### src/rtl/int_pe_pkg.sv
// rtl/int_pe_pkg.sv - shared types and overflow-aware adder for the integer MAC PE.
// Saturating adds are selected with INT_MAC_PE_SAT_EN; wrapping adds otherwise.
package int_pe_pkg;

    typedef enum logic {
        IDLE = 1'b0,
        ACC  = 1'b1
    } pe_state_e;

    // Arithmetic helpers work at this fixed width; callers use the low w bits.
    localparam int unsigned      MAX_W    = 64;
    localparam logic [MAX_W-1:0] ALL_ONES = '1;
    localparam logic [MAX_W-1:0] ONE      = MAX_W'(1);

    function automatic logic [MAX_W-1:0] umax(input int unsigned w);
        return (w >= MAX_W) ? ALL_ONES : ((ONE << w) - ONE);
    endfunction

    function automatic logic [MAX_W-1:0] smax(input int unsigned w);
        return umax(w) >> 1;
    endfunction

    function automatic logic [MAX_W-1:0] smin(input int unsigned w);
        return ONE << (w - 1);
    endfunction

    // Returns {ovf, sum}; operands are w-bit values in the low bits of a and b.
    function automatic logic [MAX_W:0] sat_add(input logic [MAX_W-1:0] a,
                                               input logic [MAX_W-1:0] b,
                                               input logic             signed_mode,
                                               input int unsigned      w);
        logic [MAX_W-1:0] mask;
        logic [MAX_W-1:0] msb;
        logic [MAX_W-1:0] sum;
        logic [MAX_W:0]   full;
        logic             sa;
        logic             sb;
        logic             ss;
        logic             ovf;
        mask = umax(w);
        msb  = smin(w);
        full = {1'b0, a & mask} + {1'b0, b & mask};
        sum  = full[MAX_W-1:0] & mask;
        sa   = |(a & msb);
        sb   = |(b & msb);
        ss   = |(sum & msb);
        if (signed_mode) begin
            ovf = (sa == sb) && (ss != sa);
        end else if (w >= MAX_W) begin
            ovf = full[MAX_W];
        end else begin
            ovf = |(full[MAX_W-1:0] & ~mask);
        end
`ifdef INT_MAC_PE_SAT_EN
        if (ovf) begin
            if (signed_mode) begin
                sum = sa ? msb : smax(w);
            end else begin
                sum = mask;
            end
        end
`endif
        return {ovf, sum};
    endfunction

endpackage

### src/rtl/int_pe_mul_reg.sv
// rtl/int_pe_mul_reg.sv - product stage: registered signed/unsigned multiplier with sideband.
module int_pe_mul_reg #(
    parameter int W_A = 8,
    parameter int W_B = 16
) (
    input  logic                 clk,
    input  logic                 rstn,
    input  logic                 en_i,
    input  logic                 valid_i,
    input  logic                 first_i,
    input  logic                 last_i,
    input  logic                 signed_i,
    input  logic [W_A-1:0]       a_i,
    input  logic [W_B-1:0]       b_i,
    output logic [W_A+W_B-1:0]   p_o,
    output logic                 valid_o,
    output logic                 first_o,
    output logic                 last_o,
    output logic                 signed_o
);

    localparam int W_P = W_A + W_B;

    logic [W_P-1:0] a_s;
    logic [W_P-1:0] a_u;
    logic [W_P-1:0] b_s;
    logic [W_P-1:0] b_u;
    logic [W_P-1:0] p_d;
    logic [W_P-1:0] p_q;
    logic           valid_q;
    logic           first_q;
    logic           last_q;
    logic           signed_q;

    // Both operands extended to the full product width, so the truncated product is exact.
    always_comb begin
        a_s = W_P'($signed(a_i));
        a_u = W_P'(a_i);
        b_s = W_P'($signed(b_i));
        b_u = W_P'(b_i);
        p_d = signed_i ? (a_s * b_s) : (a_u * b_u);
    end

    always_ff @(posedge clk or negedge rstn) begin
        if (!rstn) begin
            p_q      <= '0;
            valid_q  <= 1'b0;
            first_q  <= 1'b0;
            last_q   <= 1'b0;
            signed_q <= 1'b0;
        end else if (en_i) begin
            valid_q <= valid_i;
            if (valid_i) begin
                p_q      <= p_d;
                first_q  <= first_i;
                last_q   <= last_i;
                signed_q <= signed_i;
            end
        end
    end

    assign p_o      = p_q;
    assign valid_o  = valid_q;
    assign first_o  = first_q;
    assign last_o   = last_q;
    assign signed_o = signed_q;

endmodule

### src/rtl/int_mac_pe_pipe.sv
// rtl/int_mac_pe_pipe.sv - pipelined handshaked integer dot-product PE (bias + sum of a*b).
// Define INT_MAC_PE_SAT_EN to clamp on overflow instead of wrapping.
module int_mac_pe_pipe
    import int_pe_pkg::*;
#(
    parameter int W_A   = 8,
    parameter int W_B   = 16,
    parameter int W_ACC = 32,
    parameter int W_LEN = 8
) (
    input  logic             clk,
    input  logic             rstn,
    input  logic             cfg_signed,
    input  logic [W_LEN-1:0] cfg_len,
    input  logic [W_ACC-1:0] cfg_bias,
    input  logic             in_valid,
    output logic             in_ready,
    input  logic [W_A-1:0]   in_a,
    input  logic [W_B-1:0]   in_b,
    output logic             out_valid,
    input  logic             out_ready,
    output logic [W_ACC-1:0] out_x,
    output logic             out_ovf
);

    localparam int W_P = W_A + W_B;

    if (W_ACC < W_P) begin : g_acc_width_chk
        $error("int_mac_pe_pipe: W_ACC must be >= W_A+W_B");
    end
    if (W_ACC > MAX_W) begin : g_acc_max_chk
        $error("int_mac_pe_pipe: W_ACC exceeds adder width");
    end

    pe_state_e        state_q, state_d;
    logic [W_LEN-1:0] cnt_q, cnt_d;
    logic [W_LEN-1:0] len_q, len_d;
    logic [W_LEN-1:0] len_eff;
    logic             signed_q, signed_d;
    logic [W_ACC-1:0] bias_q, bias_d;
    logic             accept;
    logic             beat_first;
    logic             beat_last;
    logic             beat_signed;

    logic [W_P-1:0]   p;
    logic             p_valid;
    logic             p_first;
    logic             p_last;
    logic             p_signed;
    logic             stall;

    logic [W_ACC-1:0] acc_q, acc_d;
    logic             sticky_q, sticky_d;
    logic             out_valid_q, out_valid_d;
    logic [W_ACC-1:0] out_x_q, out_x_d;
    logic             out_ovf_q, out_ovf_d;
    logic [W_ACC-1:0] p_ext_s;
    logic [W_ACC-1:0] p_ext_u;
    logic [W_ACC-1:0] p_ext;
    logic [W_ACC-1:0] base;
    logic [MAX_W:0]   add_r;
    logic [W_ACC-1:0] add_sum;
    logic             add_ovf;

    assign in_ready = rstn & ~(out_valid_q & ~out_ready);
    assign accept   = in_valid & in_ready;
    assign len_eff  = (cfg_len == '0) ? W_LEN'(1) : cfg_len;

    // Beat sequencing; configuration is captured only by the first beat of a product.
    always_comb begin
        state_d     = state_q;
        cnt_d       = cnt_q;
        len_d       = len_q;
        signed_d    = signed_q;
        bias_d      = bias_q;
        beat_first  = (state_q == IDLE);
        beat_signed = beat_first ? cfg_signed : signed_q;
        beat_last   = beat_first ? (len_eff == W_LEN'(1)) : ((cnt_q + W_LEN'(1)) == len_q);
        if (accept) begin
            if (beat_first) begin
                len_d    = len_eff;
                signed_d = cfg_signed;
                bias_d   = cfg_bias;
            end
            if (beat_last) begin
                state_d = IDLE;
                cnt_d   = '0;
            end else begin
                state_d = ACC;
                cnt_d   = cnt_q + W_LEN'(1);
            end
        end
    end

    always_ff @(posedge clk or negedge rstn) begin
        if (!rstn) begin
            state_q  <= IDLE;
            cnt_q    <= '0;
            len_q    <= '0;
            signed_q <= 1'b0;
            bias_q   <= '0;
        end else begin
            state_q  <= state_d;
            cnt_q    <= cnt_d;
            len_q    <= len_d;
            signed_q <= signed_d;
            bias_q   <= bias_d;
        end
    end

    // A finished sum cannot land while the previous result is still unconsumed, so the
    // product stage holds; no new beat can arrive then because in_ready is already low.
    assign stall = p_valid & p_last & out_valid_q & ~out_ready;

    int_pe_mul_reg #(
        .W_A (W_A),
        .W_B (W_B)
    ) u_mul (
        .clk      (clk),
        .rstn     (rstn),
        .en_i     (~stall),
        .valid_i  (accept),
        .first_i  (beat_first),
        .last_i   (beat_last),
        .signed_i (beat_signed),
        .a_i      (in_a),
        .b_i      (in_b),
        .p_o      (p),
        .valid_o  (p_valid),
        .first_o  (p_first),
        .last_o   (p_last),
        .signed_o (p_signed)
    );

    always_comb begin
        p_ext_s = W_ACC'($signed(p));
        p_ext_u = W_ACC'(p);
        p_ext   = p_signed ? p_ext_s : p_ext_u;
        base    = p_first ? bias_q : acc_q;
        add_r   = sat_add(MAX_W'(base), MAX_W'(p_ext), p_signed, W_ACC);
        add_sum = add_r[W_ACC-1:0];
        add_ovf = add_r[MAX_W];
    end

    if (W_ACC < MAX_W) begin : g_unused_hi
        logic unused_sum_hi;
        assign unused_sum_hi = |add_r[MAX_W-1:W_ACC];
    end

    always_comb begin
        acc_d       = acc_q;
        sticky_d    = sticky_q;
        out_valid_d = out_valid_q;
        out_x_d     = out_x_q;
        out_ovf_d   = out_ovf_q;
        if (out_valid_q & out_ready) begin
            out_valid_d = 1'b0;
        end
        if (p_valid & ~stall) begin
            if (p_last) begin
                out_x_d     = add_sum;
                out_ovf_d   = sticky_q | add_ovf;
                out_valid_d = 1'b1;
                acc_d       = '0;
                sticky_d    = 1'b0;
            end else begin
                acc_d    = add_sum;
                sticky_d = sticky_q | add_ovf;
            end
        end
    end

    always_ff @(posedge clk or negedge rstn) begin
        if (!rstn) begin
            acc_q       <= '0;
            sticky_q    <= 1'b0;
            out_valid_q <= 1'b0;
            out_x_q     <= '0;
            out_ovf_q   <= 1'b0;
        end else begin
            acc_q       <= acc_d;
            sticky_q    <= sticky_d;
            out_valid_q <= out_valid_d;
            out_x_q     <= out_x_d;
            out_ovf_q   <= out_ovf_d;
        end
    end

    assign out_valid = out_valid_q;
    assign out_x     = out_x_q;
    assign out_ovf   = out_ovf_q;

endmodule
### config.mk
export PLATFORM = sky130hd
export DESIGN_NAME = int_mac_pe_pipe
export DESIGN_NICKNAME = d
export VERILOG_FILES = /design/src/rtl/int_pe_pkg.sv /design/src/rtl/int_pe_mul_reg.sv /design/src/rtl/int_mac_pe_pipe.sv
export SDC_FILE = /design/constraint.sdc
export NUM_CORES = 1
export LEC_CHECK = 0
export ABC_AREA = 1
export CAP_MARGIN = 20
export CORE_UTILIZATION = 50
export CTS_CLUSTER_DIAMETER = 200
export CTS_CLUSTER_SIZE = 14
export DETAILED_ROUTE_END_ITERATION = 6
export PLACE_DENSITY_LB_ADDON = 0.15
export SETUP_SLACK_MARGIN = 0.2
export SLEW_MARGIN = 20
export SYNTH_ARGS = -nofsm -noshare
export SYNTH_HDL_FRONTEND = slang
export SYNTH_SLANG_ARGS = --single-unit
### constraint.sdc
create_clock -name clk -period 2.95 [get_ports clk]
set_clock_uncertainty 0.05 [all_clocks]
set_input_delay 0.4425 -clock clk [delete_from_list [all_inputs] [get_ports clk]]
set_output_delay 0.4425 -clock clk [all_outputs]
set_load 0.03 [all_outputs]
==> impl_metrics.toml <==
[power]
ir_drop_uv = 756
p_leak_uw = 0.0126
power_density_nw_per_um2 = 1160

[die]
ios = 104
die_y_um = 184
fp.dieW_um = 184
die-area_um2 = 34000
initial_core_util_pct = 51.0
coreArea_um2 = 32600
rows = 66

[clock_tree]
cts_max_level = 4
clock_path_buffers = 2
clk_pin_slew_ns = 0.07
clock_latency_ns = 0.44
root_buffer = "clkbuf_16"
cts_inserted_buffers = 17
clock_sinks = 145
cts_hold_buf = 0
cts_tree = "built"

[global_route]
grt_pass1_wl_um = 83000
antenna_found_initial = 0
overflow = 0
grt_pass1_vias = 16000
grt_max_degree = 146
grt_usage_pct = 31.6

[worst_setup_path]
required_ns = 3.24
worstSetupStartpointType = "input pin"
cp_data_arrival_time_ns = 4.46
end_kind = "register"
crit_type = "in -> reg"
crit_fanout = 7

[synth]
synth.area.top_cells = "dfrtp_1, fa_1, nand2_1"
ys_async_sr_fraction_pct = 100
synth_flop_cell = "dfrtp_1"
synthesis.area_um2 = 16600
synth_fp_nets = 2677
synth_top_cell_by_area = "dfrtp_1"
seq_area_frac_synth_pct = 21.8
synth_edf_count = 0
ys_warn_count = 0
ys_seq_elements = 145
avgSynthCellArea_um2 = 7.17
synthCells = 2319
synth.most_common_cell = "nand2_1"
yosysUniqueCellTypes = 43
netlist.area_leader.share_pct = 21.8
synth_commonest_cells = "nand2_1, inv_1, fa_1, dfrtp_1, ha_1"

[cells_and_area]
area_growth_pct = 42.2
drive_gt1_share_pct = 32.3
n_antenna_cell = 0
nets = 3045
nFillCells = 2538
fin_util_pct = 72.5
instances_no_fill = 3142

[sta]
layout_setup_ws_ns = -1.23
final.setup.tns_ns = -19.93
timing.final.crit_period_ns = 4.18
maxSlewViolCount = 0
fmax_mhz = 239
slew_headroom_pct = 45.5
setup_viol = 20
tightest_slew_ns = 0.818
min_period_over_period_pct = 142
grt_setup_unrepaired = "true"
hold_viol_final = 0

[route]
vias = 16400
viasPerCell = 5.21
ant_nets = 0
wire_per_inst_um = 17.0
drtIter0Drc = 968
remaining_drc_errors = 0
first_pass_iters = 7
routed_wl_um = 53300

[min_path]
hold_class = "in -> async"

[placed_design]
portBuffers = 103
gp_congestion = 0.961
place_ws_ns = -2.23
dp.cells = 3011
dp_hpwl_um = 40200

[run]
cap_violations = 0

[outcome]
violations = "setup timing"
status = "finished with violations"
## power by group
group	switching, µW	total, µW	internal (µW)
logic	12400	22000	9680
clock network	899	2220	1320
registers	450	3110	2660
## cells by family after synthesis
group	count (synthesis)	synth area share [%]
fa+ha+maj	289	29.6
xor+xnor	32	1.77
compound gates	257	8.41
simple gates	1002	24.9
buf+inv	594	13.5
flops	145	21.8
## metrics by stage
stage | power [µW] | hold WS [ns] | cell area [µm²]
6_report | 27400 | 0.0462 | 23600
5_1_grt | 29300 | 0.136 | 23600
4_1_cts | 24100 | 0.127 | 22100
3_5_place_dp | 19600 | 0.412 | 20300
3_3_place_gp | 19400 | 0.406 | 20300
2_1_floorplan | 14000 | 0.0969 | 17500
## critical path: stages
cell and delay, ns:
buf_8 0.11, buf_12 0.16, nand2_4 0.06, buf_4 0.13, fa_1 0.49, fa_1 0.52
inv_2 0.05, fa_1 0.50, inv_1 0.05, fa_1 0.50, inv_2 0.05, ha_4 0.31
buf_6 0.12, nand2_4 0.07, nor2_4 0.13, nand2_2 0.07, nand3_4 0.10, nand2_1 0.07
nand2_1 0.14, a21oi_2 0.10, o21ai_2 0.11, nand2_1 0.07, nand2_1 0.06, nand2_1 0.05
## per-layer routing
| metal | wire length [µm] | share of wire [%] | global-route usage [%] |
|---|---|---|---|
| met5 | 73 | 0.14 | 1.63 |
| met2 | 24800 | 46 | 49.9 |
| met3 | 3470 | 6.5 | 6.24 |
| met1 | 23900 | 45 | 43.8 |
| met4 | 1120 | 2.1 | 9.00 |
## cells in the final DEF (no fill, tap or decap), types with 40 or more instances in the layout
cell type        instances
nand2_1                567
inv_1                  407
buf_4                  240
fa_1                   165
dfrtp_1                144
inv_2                  112
nand2_2                 84
clkdlybuf4s50_1         78
nand3_1                 72
nor2_1                  67
ha_1                    64
nand2_4                 54
buf_6                   52
o21ai_0                 50
a21oi_1                 50
ha_4                    45
o21ai_1                 40
## final timing paths
check                              start             to  slack [ns]  cells past startpoint
max                              in_a[6]  u_mul.p_o[14]       -1.23                     24
min                                 rstn      out_x[16]        0.05                      2
max reg2reg                u_mul.first_o      out_x[16]        0.25                     15
min reg2reg                    bias_q[9]      bias_q[9]        0.43                      2
max in group asynchronous           rstn  u_mul.first_o        2.14                      2
min in group clk                 in_a[0]   u_mul.p_o[0]        0.42                      4
## final cells by class
cell class / count / area [µm²] / share of cell area (%)
Multi-Input combinational cell: 1580 / 13000 / 54.9
Timing Repair Buffer: 418 / 3880 / 16.4
Sequential cell: 145 / 3630 / 15.4
Inverter: 525 / 1990 / 8.42
Tap cell: 442 / 553 / 2.34
Clock buffer: 21 / 470 / 1.99
Clock inverter: 11 / 128 / 0.540
## sequential cells by signal, indices dropped and copies added (netlist names)
register and count:
acc_q 32, bias_q 32, out_x 32, u_mul.p_o 24, cnt_q 8, len_q 8, out_ovf 1, out_valid 1
signed_q 1, state_q 1, sticky_q 1, u_mul.first_o 1, u_mul.last_o 1, u_mul.signed_o 1, u_mul.valid_o 1
## timing repair
| item | in CTS | in global routing |
|---|---|---|
| cloned | 5 | 2 |
| endpoints found under the hold margin | 0 | 0 |
| endpoints found under the setup margin | 33 | 51 |
| gates resized for setup | 358 | 316 |
| pin swaps | 158 | 167 |
| setup buffers | 37 | 55 |
(Power assumes the default switching activity.)
